**src/rtl/alu_arbiter.sv**
```systemverilog
// alu_arbiter: shares one combinational ALU between two requesters.
// Round-robin winner selection in IDLE, registered operands drive the ALU
// during EXEC, and the captured result is held in RESP until accepted.
//
// Handshakes: a transfer on channel i happens in a cycle where both valid[i]
// and ready[i] are high at the rising edge. Requesters hold valid/op/operands
// until ready; req_ready is combinational and never depends on resp_ready.
// resp_valid stays high with a stable result until resp_ready of the granted
// requester is seen.
module alu_arbiter #(
    parameter int WIDTH = 32
) (
    input  logic             clk,
    input  logic             rst_n,
    input  logic [1:0]       req_valid,
    output logic [1:0]       req_ready,
    input  logic [3:0]       req_op0,
    input  logic [3:0]       req_op1,
    input  logic [WIDTH-1:0] req_a0,
    input  logic [WIDTH-1:0] req_a1,
    input  logic [WIDTH-1:0] req_b0,
    input  logic [WIDTH-1:0] req_b1,
    output logic [1:0]       resp_valid,
    input  logic [1:0]       resp_ready,
    output logic [WIDTH-1:0] resp_result,
    output logic             resp_zero,
    output logic [3:0]       alu_op,
    output logic [WIDTH-1:0] alu_data1,
    output logic [WIDTH-1:0] alu_data2,
    input  logic [WIDTH-1:0] alu_result,
    input  logic             alu_zero,
    output logic             busy,
    output logic [1:0]       dbg_state
);

    typedef enum logic [1:0] {
        IDLE = 2'd0,
        EXEC = 2'd1,
        RESP = 2'd2
    } state_t;

    state_t           r_state;
    state_t           w_state_nxt;
    logic             r_last_gnt;
    logic             r_gnt_id;
    logic [3:0]       r_alu_op;
    logic [WIDTH-1:0] r_alu_data1;
    logic [WIDTH-1:0] r_alu_data2;
    logic [WIDTH-1:0] r_resp_result;
    logic             r_resp_zero;

    logic             w_win_valid;
    logic             w_win_id;
    logic             w_accept;
    logic             w_resp_hs;
    logic [1:0]       w_req_ready;
    logic [1:0]       w_resp_valid;
    logic [3:0]       w_sel_op;
    logic [WIDTH-1:0] w_sel_a;
    logic [WIDTH-1:0] w_sel_b;

    // Winner selection: a lone valid requester wins; a tie goes to ~last_gnt.
    always_comb begin
        w_win_valid = 1'b0;
        w_win_id    = 1'b0;
        case (req_valid)
            2'b01: begin
                w_win_valid = 1'b1;
                w_win_id    = 1'b0;
            end
            2'b10: begin
                w_win_valid = 1'b1;
                w_win_id    = 1'b1;
            end
            2'b11: begin
                w_win_valid = 1'b1;
                w_win_id    = ~r_last_gnt;
            end
            default: begin
                w_win_valid = 1'b0;
                w_win_id    = 1'b0;
            end
        endcase
    end

    // Operand mux toward the operand registers, steered by the winner.
    always_comb begin
        w_sel_op = w_win_id ? req_op1 : req_op0;
        w_sel_a  = w_win_id ? req_a1  : req_a0;
        w_sel_b  = w_win_id ? req_b1  : req_b0;
    end

    // FSM next state and handshake strobes; req_ready is gated by rst_n so it
    // stays low for the whole reset pulse.
    always_comb begin
        w_state_nxt  = r_state;
        w_req_ready  = 2'b00;
        w_resp_valid = 2'b00;
        w_accept     = 1'b0;
        w_resp_hs    = 1'b0;
        case (r_state)
            IDLE: begin
                if (w_win_valid && rst_n) begin
                    w_req_ready[w_win_id] = 1'b1;
                    w_accept              = 1'b1;
                    w_state_nxt           = EXEC;
                end
            end
            EXEC: begin
                w_state_nxt = RESP;
            end
            RESP: begin
                w_resp_valid[r_gnt_id] = 1'b1;
                if (resp_ready[r_gnt_id]) begin
                    w_resp_hs   = 1'b1;
                    w_state_nxt = IDLE;
                end
            end
            default: begin
                w_state_nxt = IDLE;
            end
        endcase
    end

    // State register.
    always_ff @(posedge clk or negedge rst_n) begin
        if (!rst_n) begin
            r_state <= IDLE;
        end else begin
            r_state <= w_state_nxt;
        end
    end

    // Grant bookkeeping: who is being served and who was served last.
    always_ff @(posedge clk or negedge rst_n) begin
        if (!rst_n) begin
            r_gnt_id   <= 1'b0;
            r_last_gnt <= 1'b1;
        end else begin
            if (w_accept) begin
                r_gnt_id <= w_win_id;
            end
            if (w_resp_hs) begin
                r_last_gnt <= r_gnt_id;
            end
        end
    end

    // Operand registers: loaded on accept, otherwise they keep their value.
    always_ff @(posedge clk or negedge rst_n) begin
        if (!rst_n) begin
            r_alu_op    <= 4'b0000;
            r_alu_data1 <= '0;
            r_alu_data2 <= '0;
        end else if (w_accept) begin
            r_alu_op    <= w_sel_op;
            r_alu_data1 <= w_sel_a;
            r_alu_data2 <= w_sel_b;
        end
    end

    // Result capture at the end of EXEC; held through RESP.
    always_ff @(posedge clk or negedge rst_n) begin
        if (!rst_n) begin
            r_resp_result <= '0;
            r_resp_zero   <= 1'b0;
        end else if (r_state == EXEC) begin
            r_resp_result <= alu_result;
            r_resp_zero   <= alu_zero;
        end
    end

    assign req_ready   = w_req_ready;
    assign resp_valid  = w_resp_valid;
    assign resp_result = r_resp_result;
    assign resp_zero   = r_resp_zero;
    assign alu_op      = r_alu_op;
    assign alu_data1   = r_alu_data1;
    assign alu_data2   = r_alu_data2;
    assign busy        = (r_state == EXEC) || (r_state == RESP);
    assign dbg_state   = r_state;

endmodule

```
**config.mk**
```make
export PLATFORM = sky130hd
export DESIGN_NAME = alu_arbiter
export DESIGN_NICKNAME = d
export VERILOG_FILES = /design/src/rtl/alu_arbiter.sv
export SDC_FILE = /design/constraint.sdc
export NUM_CORES = 1
export LEC_CHECK = 0
export CORE_MARGIN = 3
export CORE_UTILIZATION = 33
export CTS_CLUSTER_DIAMETER = 150
export CTS_CLUSTER_SIZE = 25
export DETAILED_ROUTE_END_ITERATION = 6
export HOLD_SLACK_MARGIN = 0.15
export PLACE_DENSITY = 0.77
export REMOVE_ABC_BUFFERS = 1
export SYNTH_ARGS = -nofsm -noshare
export SYNTH_HDL_FRONTEND = slang
export SYNTH_SLANG_ARGS = --single-unit
export TNS_END_PERCENT = 50
```
**constraint.sdc**
```tcl
create_clock -name clk -period 1.6 [get_ports clk]
set_input_delay 0.32 -clock clk [delete_from_list [all_inputs] [get_ports clk]]
set_output_delay 0.32 -clock clk [all_outputs]
set_load 0.01 [all_outputs]
```
# [Yosys cells after proc, flatten, opt, wreduce, memory -nomap -nowiden]
# Index checks and enable logic that the tools add are counted.
[totals] reg_bits=105 input_bits=175 output_inout_bits=108
[classes] n_lt_le_gt_ge=4 eq_ne=7 n_mux=21 bitwise=1 n_reduce_logical=7
[ops] op="$mux W32" n=2
[ops] op="$mux W2" n=5
[ops] op="$mux W1" n=9
[ops] op="$eq A2 B2 Y1 const B" n=3
[ops] op="$pmux W2 S3" n=1
[ops] op="$eq A2 B1 Y1 const B" n=2
[ops] op="$lt A1 B2 Y1 const B" n=2
[ops] op="$mux W4" n=1
[ops] op="$ne A2 B2 Y1 const B" n=2
[ops] op="$logic_and A1 B1 Y1" n=3
[ops] op="$reduce_or A3 Y1" n=1
[ops] op="$demux W1 S1" n=2
[ops] op="$ge A1 B1 Y1 const B" n=2
[ops] op="$logic_not A2 Y1" n=1
[ops] op="$pmux W1 S2" n=1
[ops] op="$reduce_and A2 Y1" n=1
[ops] op="$logic_or A1 B1 Y1" n=1
[ops] op="$not A1 Y1" n=1

# [Logic depth before layout (Yosys ltp)]
# Gate-level depths: netlist (run 1).
[depth] ltp_word=8 depth_mapped=7

# [Least setup slack after synthesis (run 1)]
# No wires, ideal clock.
[synth_path] kind="reg-to-reg" from="register r_state[0], in the netlist dbg_state[0]" to="register r_alu_data2[13], in the netlist alu_data2[13]" arrival_ns=1.538 setup_slack_ns=-0.064 path_stages_with_launch=8 n_path_buf=2 synth_period_minus_slack_ns=1.664 cell_sequence="dfrtp_1 -> inv_1 -> ha_1 -> o211ai_2 -> buf_6 -> buf_6 -> and2_0 -> a221o_1"
[synth_via] elab_chain_len=2
[synth_lines] item="start: declaration" line="42" text="state_t r_state;"
[synth_lines] item="start signal: assignment" line="130" text="r_state <= w_state_nxt;"
[synth_lines] item="$logic_not A2 Y1" line="101" text="case (r_state)"
[synth_lines] item="$mux W1" line="101"
[synth_lines] item="end signal: assignment" line="158" text="r_alu_data2 <= w_sel_b;"
[synth_lines] item="end: declaration" line="48" text="logic [WIDTH-1:0] r_alu_data2;"
# Every way passes these cells.
# A chain may end at the register's enable or synchronous reset.

# [Worst setup path after layout (run 1)]
[layout_path] from="register r_state[0], in the netlist dbg_state[0]" to="output req_ready[1]"
[layout_via] elab_chain_len=2
[layout_lines] item="$logic_not A2 Y1" line="101"
[layout_lines] item="$mux W2" line="101"
[layout_lines] item="end: declaration" line="16" text="output logic [1:0] req_ready,"
# Every way passes these cells.

==> flow_metrics.env, run 1 <==
export IMPL_num_vias=3969
export IMPL_worstMarginPinSlew_ns=0.544
export IMPL_violations="negative setup slack"
export IMPL_seq_area_frac_synth=0.593
export IMPL_cts_made_buffers=9
export IMPL_vias_per_cell=5.02
export IMPL_fin_ws_ns=-0.100
export IMPL_drive_gt1_frac=0.144
export IMPL_clockBufferDepth=2
export IMPL_r2r_setup_slack_ns=-0.06
export IMPL_clk_pin_slew_ns=0.07
export IMPL_die_area_um2=14900
export IMPL_status="finished, violations left"
export IMPL_cts_tree="yes"
export IMPL_grt_max_degree=95
export IMPL_rows=41
export IMPL_synth_top_cell_area_share=0.587
export IMPL_wl_per_cell_um=19.1
export IMPL_cts_num_sinks=105
export IMPL_critical_path_class="reg -> out"
export IMPL_finalNetCount=794
export IMPL_drtIter0Drc=184
export IMPL_drtAntennaViolNets=0
export IMPL_p_leak_nw=3.64
export IMPL_core_area_um2=12900
export IMPL_yosysWarnings=0
export IMPL_skew_ns=0.00656
export IMPL_finalWirelength_mm=15.1
export IMPL_htreeDepth=3
export IMPL_drcViolationCount=0
export IMPL_antenna_cells=0
export IMPL_relSlewSlack=0.636
export IMPL_end_kind="output pin"
export IMPL_start_kind="register"
export IMPL_yosys_register_bits=105
export IMPL_gp_congestion=0.814
export IMPL_overflow=0
export IMPL_max_freq_mhz=588
export IMPL_synth_cell_types=22
export IMPL_whs_ns=0.183
export IMPL_grt_pass1_wl_mm=22.8
export IMPL_dp_hpwl_mm=11.1
export IMPL_slew_violations=0
export IMPL_r2r_cells=6
export IMPL_rsz0062_at_grt="yes"
export IMPL_synth_area_leaders="dfrtp_1 59%, a221o_1 15%, and2_0 9.6%"
export IMPL_port_buffer_count=282
export IMPL_layout_min_cycle_time_ns=1.70
export IMPL_grt_pass1_vias=4275
export IMPL_min_path_type="in -> async"
export IMPL_start_util=0.344
export IMPL_reg2reg_to="alu_data2[4]$_DFFE_PN0P_"
export IMPL_p_per_area_nw_per_um2=1700
export IMPL_area_delta_synth_final_pct=80.8
export IMPL_ir_drop_uv=807
export IMPL_root_buffer="clkbuf_16"
export IMPL_dr_pass1_iters=4
export IMPL_io_pins=283
export IMPL_setup_violations_final=58
export IMPL_fp_dieH_um=122
export IMPL_grtUsageTotal=0.197
export IMPL_insertion_delay_ns=0.34
export IMPL_syn_cell_area_um2=4430
export IMPL_syn_inst=325
export IMPL_crit_required_ns=1.28
export IMPL_hold_violations=0
export IMPL_yosysTopAreaCell="dfrtp_1"
export IMPL_die_w_um=122
export IMPL_synth_area_per_cell_um2=13.6
export IMPL_r2r_start="dbg_state[0]$_DFFE_PN0P_"
export IMPL_antenna_found_initial=0
export IMPL_critPathArrivalTime_ns=1.38
export IMPL_crit_fanout=3
export IMPL_final_period_utilization=1.06
export IMPL_fin_tns_setup_ns=-1.55
export IMPL_cap_violations=0
## cells in the mapped netlist, drive strengths merged
| master | instances |
|---|---|
| nand3 | 2 |
| nand2 | 1 |
| a221o | 68 |
| a22oi | 1 |
| dfrtp | 104 |
| mux2i | 1 |
| clkbuf | 12 |
| buf | 13 |
| inv | 4 |
| o21ai | 1 |
| o211ai | 1 |
| a21oi | 5 |
| mux2 | 35 |
| nor2 | 1 |
| and2 | 69 |
| nor2b | 1 |
| ha | 5 |
| dfstp | 1 |
## where the power goes
group          leakage, nW  switching [mW]  total [mW]  internal [mW]
combinational         2.22            2.68        6.91           4.22
clock                0.139           0.952        2.09           1.14
sequential            1.28           0.672        4.62           3.94
total                 3.64            4.31        13.6           9.30
## kinds of logic (layout without fill, tap and decap cells)
kind of cell / count (synthesis) / in the layout / synth area share
buf+inv: 29 / 323 / 0.0322
mux: 36 / 36 / 0.0912
compound gates: 76 / 76 / 0.167
fa+ha+maj: 5 / 5 / 0.0141
simple gates: 74 / 74 / 0.103
flops: 105 / 105 / 0.593
## registers in the layout, summed over array words and instances (netlist names)
| signal | cells |
|---|---|
| alu_data1 | 32 |
| alu_data2 | 32 |
| alu_op | 4 |
| dbg_state | 2 |
| r_gnt_id | 1 |
| r_last_gnt | 1 |
| resp_result | 32 |
| resp_zero | 1 |
## per-stage QoR
stage                     cells  power [mW]  area (um2)  utilization  setup slack (ns)
after floorplan             300        7.52        4300            -             -1.14
after global placement      773        11.4        7580        0.589            -0.397
after detailed placement    773        11.7        7580        0.589            -0.482
after CTS                   791        13.9        7930        0.615            -0.124
after global routing        791        14.4        8010        0.622            -0.155
final                       791        13.6        8010        0.622            -0.100
## how the worst max path moves through the flow
stage | startpoint | to | slack, ns | cells past startpoint
after floorplan | dbg_state[0]$_DFFE_PN0P_ | alu_data1[0]$_DFFE_PN0P_ | -1.14 | 5
after global placement | req_valid[1] | alu_data1[12]$_DFFE_PN0P_ | -0.40 | 5
after detailed placement | req_valid[1] | alu_data2[4]$_DFFE_PN0P_ | -0.48 | 5
after CTS | dbg_state[0]$_DFFE_PN0P_ | req_ready[1] | -0.12 | 5
after global routing | dbg_state[0]$_DFFE_PN0P_ | req_ready[1] | -0.15 | 5
final | dbg_state[0]$_DFFE_PN0P_ | req_ready[1] | -0.1 | 5
## layer usage
metal,up-vias,GRT usage,wire length [um]
li1,1795,-,-
met1,1956,0.237,5960
met2,197,0.336,7540
met3,21,0.0627,1330
met4,0,0.0637,306
met5,-,0,0
## worst max-delay path, cell delays in order (launching register included)
cell and delay [ns]:
dfrtp_1 0.39, inv_2 0.09, ha_4 0.16, nand3_2 0.09, a21oi_4 0.17, buf_6 0.14
## placed cells by master, fill, tap and decap left out
cell type,synthesis,layout
dlymetal6s2s_1,0,31
nor2_1,1,1
buf_12,0,6
buf_8,0,1
a21oi_4,0,2
clkdlybuf4s50_1,0,236
clkbuf_8,0,2
buf_4,2,11
ha_4,0,2
buf_6,2,6
clkbuf_16,0,9
mux2i_1,1,1
nand2_1,1,1
inv_1,4,2
and2_0,68,61
and2_4,0,2
clkinv_2,0,3
dlygate4sd2_1,0,9
o211ai_4,0,1
clkbuf_1,12,2
o21ai_0,1,1
a22oi_2,0,1
and2_1,1,6
a221o_1,68,68
buf_2,9,1
clkdlybuf4s15_2,0,1
inv_2,0,2
a21oi_1,3,3
nand3_2,0,2
ha_1,5,3
dfstp_2,1,1
nor2b_4,0,1
mux2_2,35,35
dfrtp_1,104,104
dlygate4sd3_1,0,1
## layout make-up
type | instances | area (um2)
fill | 984 | 4860
timing repair buffer | 303 | 3140
sequential | 105 | 2630
multi-input combinational | 191 | 1740
clock buffer | 13 | 260
tap | 172 | 215
clock inverter | 3 | 15.0
inverter | 4 | 15.0
## timing repair
action,4_1_cts,5_1_grt
gates cloned,0,0
endpoints found under the hold margin,11,0
setup buffers,1,0
pin swaps,1,0
hold buffers,1,0
setup endpoints to repair,85,105
gates resized for setup,54,33
Power figures use the tool's default switching activity.
==> run 2, diff against run 1 <==
CORE_ASPECT_RATIO = 1.75   (was not set)
==> run 2 against run 1 <==
Effect of this change: highest routed layer unchanged; clock power grew 9.6%; hold slack worse by 0.016 ns; core utilization fell by 0.28 points; first-iteration DRC count fell by 34%; the run still ends with negative setup slack left; design area up 0.56%; power grew 0.88%; clock-buffer cell count decreased by 2; register-to-register slack got worse by 0.02 ns; non-clock buffer count is 2 higher; clock skew up 0.0063 ns; sequential power is essentially flat; worst setup slack worse by 0.028 ns.
==> flow_metrics.env, run 2 (synthesis results as in run 1) <==
export IMPL_setup_violations_final=72
export IMPL_start_kind="register"
export IMPL_switching_share=0.320
export IMPL_clock_power_share=0.167
export IMPL_worstMarginPinSlew_ns=0.995
export IMPL_violations="negative setup slack"
export IMPL_nFillCells=995
export IMPL_skew_ns=0.0129
export IMPL_grt_max_degree=78
export IMPL_rows=55
export IMPL_overflow=0
export IMPL_cap_violations=0
export IMPL_drtIter0Drc=122
export IMPL_slew_violations=0
export IMPL_final_period_utilization=1.08
export IMPL_ir_drop_uv=751
export IMPL_drive_gt1_frac=0.150
export IMPL_status="finished, violations left"
export IMPL_insertion_delay_ns=0.34
export IMPL_r2r_setup_slack_ns=-0.08
export IMPL_die_area_um2=14900
export IMPL_crit_fanout=4
export IMPL_rsz0062_at_grt="yes"
export IMPL_vias_per_cell=5.01
export IMPL_start_util=0.341
export IMPL_cpMaxStageDelayCell="dfrtp_1"
export IMPL_port_buffer_count=282
export IMPL_fp_dieH_um=159
export IMPL_drcViolationCount=0
export IMPL_grtUsageTotal=0.206
export IMPL_hold_violations=0
export IMPL_critPathMaxStageDelay_ns=0.40
export IMPL_whs_ns=0.168
export IMPL_cts_made_buffers=9
export IMPL_drtAntennaViolNets=0
export IMPL_relSlewSlack=0.336
export IMPL_antenna_cells=0
export IMPL_end_kind="output pin"
export IMPL_reg2reg_to="alu_data2[27]$_DFFE_PN0P_"
export IMPL_crit_chain="inv_2, ha_4, nand3_2, a21oi_4, buf_6"
export IMPL_grt_pass1_vias=4467
export IMPL_cts_tree="yes"
export IMPL_dp_hpwl_mm=11.6
export IMPL_grt_pass1_wl_mm=23.8
export IMPL_layout_min_cycle_time_ns=1.73
export IMPL_r2r_cells=6
export IMPL_clockBufferDepth=2
export IMPL_area_delta_synth_final_pct=81.8
export IMPL_gp_congestion=0.794
export IMPL_core_area_um2=13000
export IMPL_die_w_um=93.6
export IMPL_utilization=0.619
export IMPL_p_int_mw=9.33
export IMPL_io_pins=283
export IMPL_critical_path_class="reg -> out"
export IMPL_dr_pass1_iters=4
export IMPL_wl_per_cell_um=19.5
export IMPL_p_per_area_nw_per_um2=1700
export IMPL_htreeDepth=3
export IMPL_max_freq_mhz=579
export IMPL_clk_pin_slew_ns=0.07
export IMPL_fin_ws_ns=-0.128
export IMPL_p_sw_mw=4.40
export IMPL_finalWirelength_mm=15.4
export IMPL_root_buffer="clkbuf_16"
export IMPL_crit_required_ns=1.28
export IMPL_num_vias=3970
export IMPL_finalNetCount=796
export IMPL_cts_num_sinks=105
export IMPL_critPathArrivalTime_ns=1.41
export IMPL_min_path_type="in -> async"
export IMPL_power_frac_comb=0.498
export IMPL_antenna_found_initial=0
export IMPL_layout_common_cells="212 x clkdlybuf4s50_1, 104 x dfrtp_1, 68 x and2_0, 68 x a221o_1, 45 x dlymetal6s2s_1"
export IMPL_r2r_start="dbg_state[0]$_DFFE_PN0P_"
export IMPL_layout_commonest_cell="clkdlybuf4s50_1"
export IMPL_seq_power_share=0.336
export IMPL_fin_tns_setup_ns=-3.01
export IMPL_p_leak_nw=3.82
## run 2: worst max-delay path by stage
stage / start / endpoint / slack [ns] / cells after the start
after floorplan: dbg_state[0]$_DFFE_PN0P_ / alu_data1[0]$_DFFE_PN0P_ / -1.14 / 5
after global placement: req_valid[1] / req_ready[1] / -0.51 / 4
after detailed placement: req_valid[1] / alu_data2[27]$_DFFE_PN0P_ / -0.50 / 5
after CTS: dbg_state[1]$_DFFE_PN0P_ / req_ready[1] / -0.15 / 5
after global routing: dbg_state[1]$_DFFE_PN0P_ / req_ready[1] / -0.20 / 5
final: dbg_state[0]$_DFFE_PN0P_ / req_ready[1] / -0.13 / 5
## run 2: metrics by stage
stage | cell area [um2] | power [mW] | setup slack, ns | cells
floorplan | 4300 | 7.52 | -1.14 | 300
global placement | 7540 | 11.5 | -0.506 | 774
detailed placement | 7540 | 11.7 | -0.501 | 774
CTS | 7920 | 14.0 | -0.150 | 791
global route | 8060 | 14.6 | -0.200 | 792
finish | 8060 | 13.7 | -0.128 | 792
## run 2: final cells by class
class,instances,area [um2],share of cell area
sequential,105,2630,0.326
timing repair buffer,305,3130,0.388
multi-input combinational,191,1750,0.218
inverter,4,15.0,0.00186
tap,171,214,0.0266
clock buffer,11,253,0.0314
clock inverter,5,63.8,0.00792
## run 2: worst max-delay path, delay by kind of cell (launching register included)
family | cells | cell delay, ns
AND/OR/NAND/NOR | 1 | 0.10
buffers and inverters | 2 | 0.23
flip-flops | 1 | 0.40
AO/OA/AOI/OAI | 1 | 0.17
adder cells (fa/ha/maj) | 1 | 0.17
## run 2: timing repair
| action | 4_1_cts | 5_1_grt |
|---|---|---|
| hold buffers | 0 | 0 |
| setup endpoints to repair | 95 | 120 |
| cloned | 0 | 0 |
| pin swaps | 0 | 0 |
| gates resized for setup | 59 | 51 |
| buffers inserted | 1 | 1 |
## run 2: power by group through the flow
stage,Combinational [mW],Clock (mW),Sequential [mW]
after floorplan,2.34,0,5.18
after global placement,6.82,0,4.63
after detailed placement,7.04,0,4.63
after CTS,7.02,2.36,4.65
after global routing,7.34,2.48,4.77
final,6.83,2.29,4.61
## run 2: routing by layer
metal | vias up | global-route usage | wire [um]
li1 | 1800 | - | -
met3 | 34 | 0.0586 | 1090
met5 | - | 0 | 0
met2 | 209 | 0.384 | 8300
met4 | 0 | 0.0750 | 510
met1 | 1927 | 0.215 | 5500
==> run 3, diff against run 2 <==
ABC_CLOCK_PERIOD_IN_PS = 1600   (was not set)
==> results of run 3 <==
Same layout as run 2: the final DEF is identical, and so are final timing and power.
